==> src/rtl/bram_port_arbiter.sv <==
// Single-port BRAM arbiter: instruction fetch, data read bursts and data write bursts
// share one synchronous BRAM port, with fixed-priority or round-robin selection.
module bram_port_arbiter #(
    parameter int DW        = 8,
    parameter int AW        = 8,
    parameter int BURST     = 4,
    parameter int INST_BASE = 0,
    parameter int RD_BASE   = 28,
    parameter int WR_BASE   = 140,
    parameter int ARB_RR    = 0
) (
    input  logic          clk,
    input  logic          rst_n,
    input  logic          inst_req,
    input  logic [AW-1:0] inst_idx,
    output logic          inst_gnt,
    input  logic          rd_req,
    input  logic [AW-1:0] rd_idx,
    output logic          rd_gnt,
    input  logic          wr_req,
    input  logic [AW-1:0] wr_idx,
    output logic          wr_gnt,
    input  logic [DW-1:0] wr_data,
    output logic          wr_beat_rdy,
    output logic          rd_valid,
    output logic [DW-1:0] rd_data,
    output logic          rd_src,
    output logic          rd_last,
    output logic          busy,
    output logic [AW-1:0] mem_addr,
    output logic          mem_we,
    output logic [DW-1:0] mem_wdata,
    input  logic [DW-1:0] mem_rdata
);

    localparam int LOG2B = $clog2(BURST);
    localparam int BW    = (LOG2B > 0) ? LOG2B : 1;
    localparam logic [BW-1:0] LAST_BEAT = BW'(BURST - 1);
    localparam logic [AW-1:0] INST_BASE_A = AW'(INST_BASE);
    localparam logic [AW-1:0] RD_BASE_A   = AW'(RD_BASE);
    localparam logic [AW-1:0] WR_BASE_A   = AW'(WR_BASE);

    // Source ids double as round-robin pointer values: 0 = inst, 1 = rd, 2 = wr
    localparam logic [1:0] SRC_INST = 2'd0;
    localparam logic [1:0] SRC_RD   = 2'd1;
    localparam logic [1:0] SRC_WR   = 2'd2;

    typedef enum logic [1:0] {IDLE, INST, RD, WR} state_t;

    state_t        state_reg;
    logic [BW-1:0] beat_reg;
    logic [1:0]    ptr_reg;
    logic [AW-1:0] addr_reg;
    logic          we_reg;
    logic          inst_gnt_reg;
    logic          rd_gnt_reg;
    logic          wr_gnt_reg;
    logic          rd_valid_reg;
    logic          rd_src_reg;
    logic          rd_last_reg;

    logic [2:0]    req_vec;
    logic          any_req;
    logic [1:0]    win_next;
    logic [1:0]    p0_next;
    logic [1:0]    p1_next;
    logic [1:0]    p2_next;
    logic [AW-1:0] win_addr_next;

    function automatic logic [1:0] src_succ(input logic [1:0] s);
        return (s == SRC_WR) ? SRC_INST : s + 2'd1;
    endfunction

    assign req_vec = {wr_req, rd_req, inst_req};
    assign any_req = |req_vec;

    always_comb begin
        win_next = SRC_INST;
        p0_next  = ptr_reg;
        p1_next  = src_succ(ptr_reg);
        p2_next  = src_succ(p1_next);
        if (ARB_RR != 0) begin
            // Lowest priority checked first so the highest-priority requester overwrites it
            if (req_vec[p2_next]) win_next = p2_next;
            if (req_vec[p1_next]) win_next = p1_next;
            if (req_vec[p0_next]) win_next = p0_next;
        end else begin
            if (wr_req)   win_next = SRC_WR;
            if (rd_req)   win_next = SRC_RD;
            if (inst_req) win_next = SRC_INST;
        end
    end

    always_comb begin
        win_addr_next = INST_BASE_A + inst_idx;
        case (win_next)
            SRC_RD:  win_addr_next = RD_BASE_A + (rd_idx << LOG2B);
            SRC_WR:  win_addr_next = WR_BASE_A + (wr_idx << LOG2B);
            default: win_addr_next = INST_BASE_A + inst_idx;
        endcase
    end

    always_ff @(posedge clk or negedge rst_n) begin
        if (!rst_n) begin
            state_reg    <= IDLE;
            beat_reg     <= '0;
            ptr_reg      <= SRC_INST;
            addr_reg     <= '0;
            we_reg       <= 1'b0;
            inst_gnt_reg <= 1'b0;
            rd_gnt_reg   <= 1'b0;
            wr_gnt_reg   <= 1'b0;
            rd_valid_reg <= 1'b0;
            rd_src_reg   <= 1'b0;
            rd_last_reg  <= 1'b0;
        end else begin
            inst_gnt_reg <= 1'b0;
            rd_gnt_reg   <= 1'b0;
            wr_gnt_reg   <= 1'b0;
            // Read return trails each INST/RD address cycle by the BRAM latency
            rd_valid_reg <= (state_reg == INST) || (state_reg == RD);
            rd_src_reg   <= (state_reg == RD);
            rd_last_reg  <= (state_reg == INST) || ((state_reg == RD) && (beat_reg == LAST_BEAT));
            case (state_reg)
                IDLE: begin
                    if (any_req) begin
                        addr_reg <= win_addr_next;
                        beat_reg <= '0;
                        ptr_reg  <= src_succ(win_next);
                        we_reg   <= (win_next == SRC_WR);
                        case (win_next)
                            SRC_RD: begin
                                state_reg  <= RD;
                                rd_gnt_reg <= 1'b1;
                            end
                            SRC_WR: begin
                                state_reg  <= WR;
                                wr_gnt_reg <= 1'b1;
                            end
                            default: begin
                                state_reg    <= INST;
                                inst_gnt_reg <= 1'b1;
                            end
                        endcase
                    end
                end
                INST: begin
                    state_reg <= IDLE;
                    addr_reg  <= '0;
                end
                RD, WR: begin
                    if (beat_reg == LAST_BEAT) begin
                        state_reg <= IDLE;
                        addr_reg  <= '0;
                        we_reg    <= 1'b0;
                        beat_reg  <= '0;
                    end else begin
                        beat_reg <= beat_reg + 1'b1;
                        addr_reg <= addr_reg + 1'b1;
                    end
                end
                default: begin
                    state_reg <= IDLE;
                    addr_reg  <= '0;
                    we_reg    <= 1'b0;
                end
            endcase
        end
    end

    assign inst_gnt    = inst_gnt_reg;
    assign rd_gnt      = rd_gnt_reg;
    assign wr_gnt      = wr_gnt_reg;
    assign busy        = (state_reg != IDLE);
    assign mem_addr    = addr_reg;
    assign mem_we      = we_reg;
    // Write beats pass straight through so the processor's current beat lands this cycle
    assign mem_wdata   = we_reg ? wr_data : '0;
    assign wr_beat_rdy = we_reg;
    assign rd_valid    = rd_valid_reg;
    assign rd_data     = rd_valid_reg ? mem_rdata : '0;
    assign rd_src      = rd_src_reg;
    assign rd_last     = rd_last_reg;

endmodule

==> config.mk <==
export PLATFORM = sky130hd
export DESIGN_NAME = bram_port_arbiter
export DESIGN_NICKNAME = d
export VERILOG_FILES = /design/src/rtl/bram_port_arbiter.sv
export SDC_FILE = /design/constraint.sdc
export NUM_CORES = 1
export LEC_CHECK = 0
export ABC_CLOCK_PERIOD_IN_PS = 1800
export BUFFER_PORTS_ARGS = -buffer_cell sky130_fd_sc_hd__buf_2
export CAP_MARGIN = 15
export CORE_UTILIZATION = 40
export CTS_CLUSTER_SIZE = 30
export DETAILED_ROUTE_END_ITERATION = 10
export GPL_TIMING_DRIVEN = 0
export MAX_ROUTING_LAYER = met4
export PLACE_DENSITY = 0.75
export SLEW_MARGIN = 15
export SYNTH_ARGS = -nofsm -noshare
export SYNTH_HDL_FRONTEND = slang
export SYNTH_SLANG_ARGS = --single-unit
export TNS_END_PERCENT = 10
==> constraint.sdc <==
create_clock -name clk -period 1.8 [get_ports clk]
set_clock_uncertainty 0.2 [all_clocks]
set_input_delay 0.09 -clock clk [delete_from_list [all_inputs] [get_ports clk]]
set_output_delay 0.09 -clock clk [all_outputs]
set_load 0.02 [all_outputs]
# Word level (Yosys, flattened, before mapping)

Index checks and enable logic that the tools add are counted.

Flip-flop bits (word level): 19
Input bits: 45

Add/subtract/negate cells: 4
Eq/ne operators: 8
Mux-type cells: 28
Reductions and logical operators: 12

Operators with widths:

| operator              | number |
|---|---|
| $mux W8               | 4 |
| $pmux W8 S3           | 1 |
| $pmux W8 S2           | 1 |
| $mux W2               | 7 |
| $mux W1               | 11 |
| $add A5 B8 Y8 const A | 1 |
| $add A8 B1 Y8 const B | 1 |
| $add A8 B8 Y8 const A | 1 |
| $eq A2 B2 Y1 const B  | 4 |
| $pmux W2 S2           | 2 |
| $pmux W2 S3           | 1 |
| $eq A2 B1 Y1 const B  | 2 |
| $ne A2 B2 Y1 const B  | 2 |
| $reduce_and A2 Y1     | 2 |
| $reduce_bool A2 Y1    | 2 |
| $reduce_or A2 Y1      | 2 |
| $reduce_and A3 Y1     | 1 |
| $reduce_or A3 Y1      | 1 |
| $add A2 B1 Y2 const B | 1 |
| $logic_not A2 Y1      | 1 |
| $logic_or A1 B1 Y1    | 2 |
| $pmux W1 S2           | 1 |
| $logic_and A1 B1 Y1   | 1 |

# Depth between registers and ports, before layout

Depth in word-level cells: 8
Depth in mapped cells: 9
Gate-level depth less buffers: 7

# Worst setup path before layout

No wires, ideal clock.

Kind: flip-flop to flip-flop
From: register state_reg[0]
To: register addr_reg[5], in the netlist mem_addr[5]
Setup time: 0.086 ns
Data arrival time: 1.615 ns
Required time: 1.514 ns
Path slack: -0.101 ns
Cell stages (with the launch flop): 9
Path buffers: 2
Path through: dfrtp_1 inv_1 ha_1 buf_6 inv_2 nand2b_4 buf_6 or3_1 o221ai_2

Longest elaborated chain between the ends: 3
Elaborated cells between the ends (all ways): 7
Those cells by class: 4 x eq/ne; 1 x mux; 2 x reduce/logical

Ends and longest elaborated chain:

| item                   | line | text |
|---|---|---|
| start, declared        | 50   | `state_t state_reg;` |
| start signal, assigned | 105  | `state_reg <= IDLE;` |
| start signal, assigned | 133  | `state_reg <= RD;` |
| start signal, assigned | 137  | `state_reg <= WR;` |
| $eq A2 B2 Y1           | 124  | `case (state_reg)` |
| $reduce_or A2 Y1       | 124  |  |
| $pmux W8 S3            | 124  |  |
| end signal, assigned   | 127  | `addr_reg <= win_addr_next;` |
| end signal, assigned   | 159  | `addr_reg <= addr_reg + 1'b1;` |
| end, declared          | 53   | `logic [AW-1:0] addr_reg;` |

Parallel ways exist; a longest one is shown, timed or not.
A chain may end at the register's enable or synchronous reset.

# Worst setup path in the final report

Ends and elaborated chain as after synthesis.

==> flow_summary.yaml <==
setup_path:
  endpoint_kind: "flip-flop"
  reg2reg_setup_slack_ns: 0.05
  r2r_end: "mem_addr[5]$_DFFE_PN0P_"
  endpoint: "mem_addr[5]$_DFFE_PN0P_"
  cp.required_ns: 1.83
  crit_fanout: 5
  crit_type: "flip-flop to flip-flop"
  startpoint: "state_reg[0]$_DFFE_PN0P_"
  ff2ff_path_depth: 6
  r2r-start: "state_reg[0]$_DFFE_PN0P_"
  start_kind: "flip-flop"
  crit_arrival_ns: 1.78
drt:
  dr.pass1.iters: 4
  dr_total_vias: 1456
  drt_iter0_drc: 62
  drc: 0
  routed_wirelength_um: 3480
  routed_via_density: 4.92
  drt-wirelength-per-cell_um: 11.8
  antenna_left: 0
clock_tree:
  path_clk_slew_ns: 0.11
  clk_path_buf_depth: 2
  cts_root_buf: "clkbuf_4"
  cts_buffers: 3
  cts_tree: "done"
  clock_latency_ns: 0.30
  cts_sinks: 19
  htree_levels: 1
die:
  start_util_pct: 41.7
  die_x_um: 61.0
  die_h_um: 61.0
  fp.coreArea_um2: 3340
  ios: 78
  rows: 21
  dieArea_um2: 3710
timing:
  fmax_mhz: 570
  period_share_pct: 97.4
  finalHoldViolCount: 0
  tightest_slew_ns: 0.428
  fin_crit_ns: 1.75
  slew_viol_final: 0
  hold_ws_ns: 0.0448
  timing.slew.headroom_pct: 71.5
  rsz0062_at_grt: "true"
  setup_ws_ns: 0.0470
  setup_viol: 0
finish:
  drive_gt1_share_pct: 46.0
  stdcell_count: 296
  final_area_um2: 2080
  finalNetCount: 305
  diodes: 0
  largest_reg_flops: 8
  fill_cells: 293
  area_growth_pct: 50.0
place:
  portBuffers: 73
  dp_worst_setup_slack_ns: -0.238
  place.gp.congestion: 0.810
  dp_hpwl_um: 2660
  placed_area_um2: 1820
  placed_cells: 276
global_routing:
  grt_start_max_net_pins: 20
  grt_usage_pct: 19.9
  overflow: 0
  grt_pass1_vias: 1236
  antenna_found_initial: 0
  grt_first_pass_wirelength_um: 5310
power:
  power_density_nw_per_um2: 1350
  leakage_nw: 1.10
  power.total_mw: 2.81
  ir_worst_vdd_mv: 0.428
yosys:
  yosys_warnings: 0
  synth.yosys.seq_area_share_pct: 34.2
  yosys.cell_types.count: 39
  async_reset_ff_share_pct: 100
  syn_nets: 211
  syn_inst: 157
  synth_edf_count: 0
  syn-cell-area_um2: 1390
  yosys_most_used_dff: "dfrtp_1"
  synth_seq_cells: 19
  synth_area_per_cell_um2: 8.85
hold_path:
  min_path_type: "primary input to asynchronous set/reset pin"
run:
  drv_cap: 0
status:
  status: "completed"
## per-stage QoR
stage / TNS [ns] / utilization, %
after floorplan: 0 / -
after global placement: -1.51 / 54.6
after detailed placement: -1.94 / 54.6
after CTS: -0.00299 / 61.2
after global routing: -0.0279 / 62.5
final: 0 / 62.5
## critical path, stage by stage (launching register included)
cell	delay, ns
dfrtp_1	0.44
inv_2	0.13
ha_4	0.17
o21bai_4	0.07
nand2b_4	0.17
or3_4	0.33
o221ai_2	0.18
## per-layer routing
metal	vias to the layer above	share of wire [%]	GRT usage [%]
met5	-	0	-
met4	0	1.0	4.87
met3	4	6.1	0.640
met2	56	51	34.5
met1	657	42	25.5
li1	739	-	-
## report_power, final
part | leakage (nW) | switching [mW] | internal [mW]
Clock | 0.0150 | 0.130 | 0.0863
Combinational | 0.835 | 0.995 | 0.810
Sequential | 0.247 | 0.189 | 0.595
## worst min-delay path by stage
stage	endpoint	cells past startpoint	slack [ns]	startpoint
finish	mem_addr[0]$_DFFE_PN0P_	2	0.04	rst_n
global route	mem_addr[3]$_DFFE_PN0P_	5	0.03	inst_idx[3]
CTS	mem_addr[3]$_DFFE_PN0P_	5	0.03	inst_idx[3]
detailed placement	mem_addr[3]$_DFFE_PN0P_	1	-0.15	rst_n
global placement	mem_addr[3]$_DFFE_PN0P_	1	-0.15	rst_n
floorplan	beat_reg[0]$_DFFE_PN0P_	0	-0.41	rst_n
## layout by cell type (no fill, tap or decap), drive strengths merged, types with 5 or more instances in the layout
master       instances
a22oi                6
and2                18
buf                 85
dfrtp               19
dlygate4sd3          8
ha                   9
inv                 12
nand2               17
nor2                 7
nor3                 5
o21ai               16
xnor2                7
## timing repair
action,CTS,global route
endpoints found under the setup margin,13,10
hold buffers,8,0
buffers inserted,7,2
pin swaps,4,9
endpoints found under the hold margin,28,0
resized for setup,16,10
cloned,0,1
## logic make-up after synthesis
group                      share of synthesized area, %
AOI/OAI and AO/OA                                  22.9
xor gates and xnor gates                           5.67
adders and majority gates                          8.10
buffers and inverters                              6.30
DFF                                                34.2
and+or+nand+nor                                    22.9
## area by class of cell
type                       instances  area (µm²)  area share [%]
tap                               46        57.6            2.76
timing repair buffer              90         517            24.8
multi-input combinational        122         935            44.8
buffer                             3        20.0           0.960
sequential                        19         477            22.9
inverter                          12        52.6            2.52
clock buffer                       4        26.3            1.26
## synth_stat cells (3+ instances only)
library cell,number,share of area [%]
ha_1,9,8.1
xnor2_1,7,4.4
a21oi_1,3,1.1
inv_1,11,3.0
nor3_1,5,1.8
o21ai_1,12,4.3
nand2_1,17,4.6
nor2b_1,4,1.8
nor2_1,7,1.9
and2_1,17,7.7
o21ai_0,4,1.4
and3_1,3,1.4
dfrtp_1,19,34
a22oi_1,6,3.2
No activity file was read; power rests on OpenSTA's default activity.
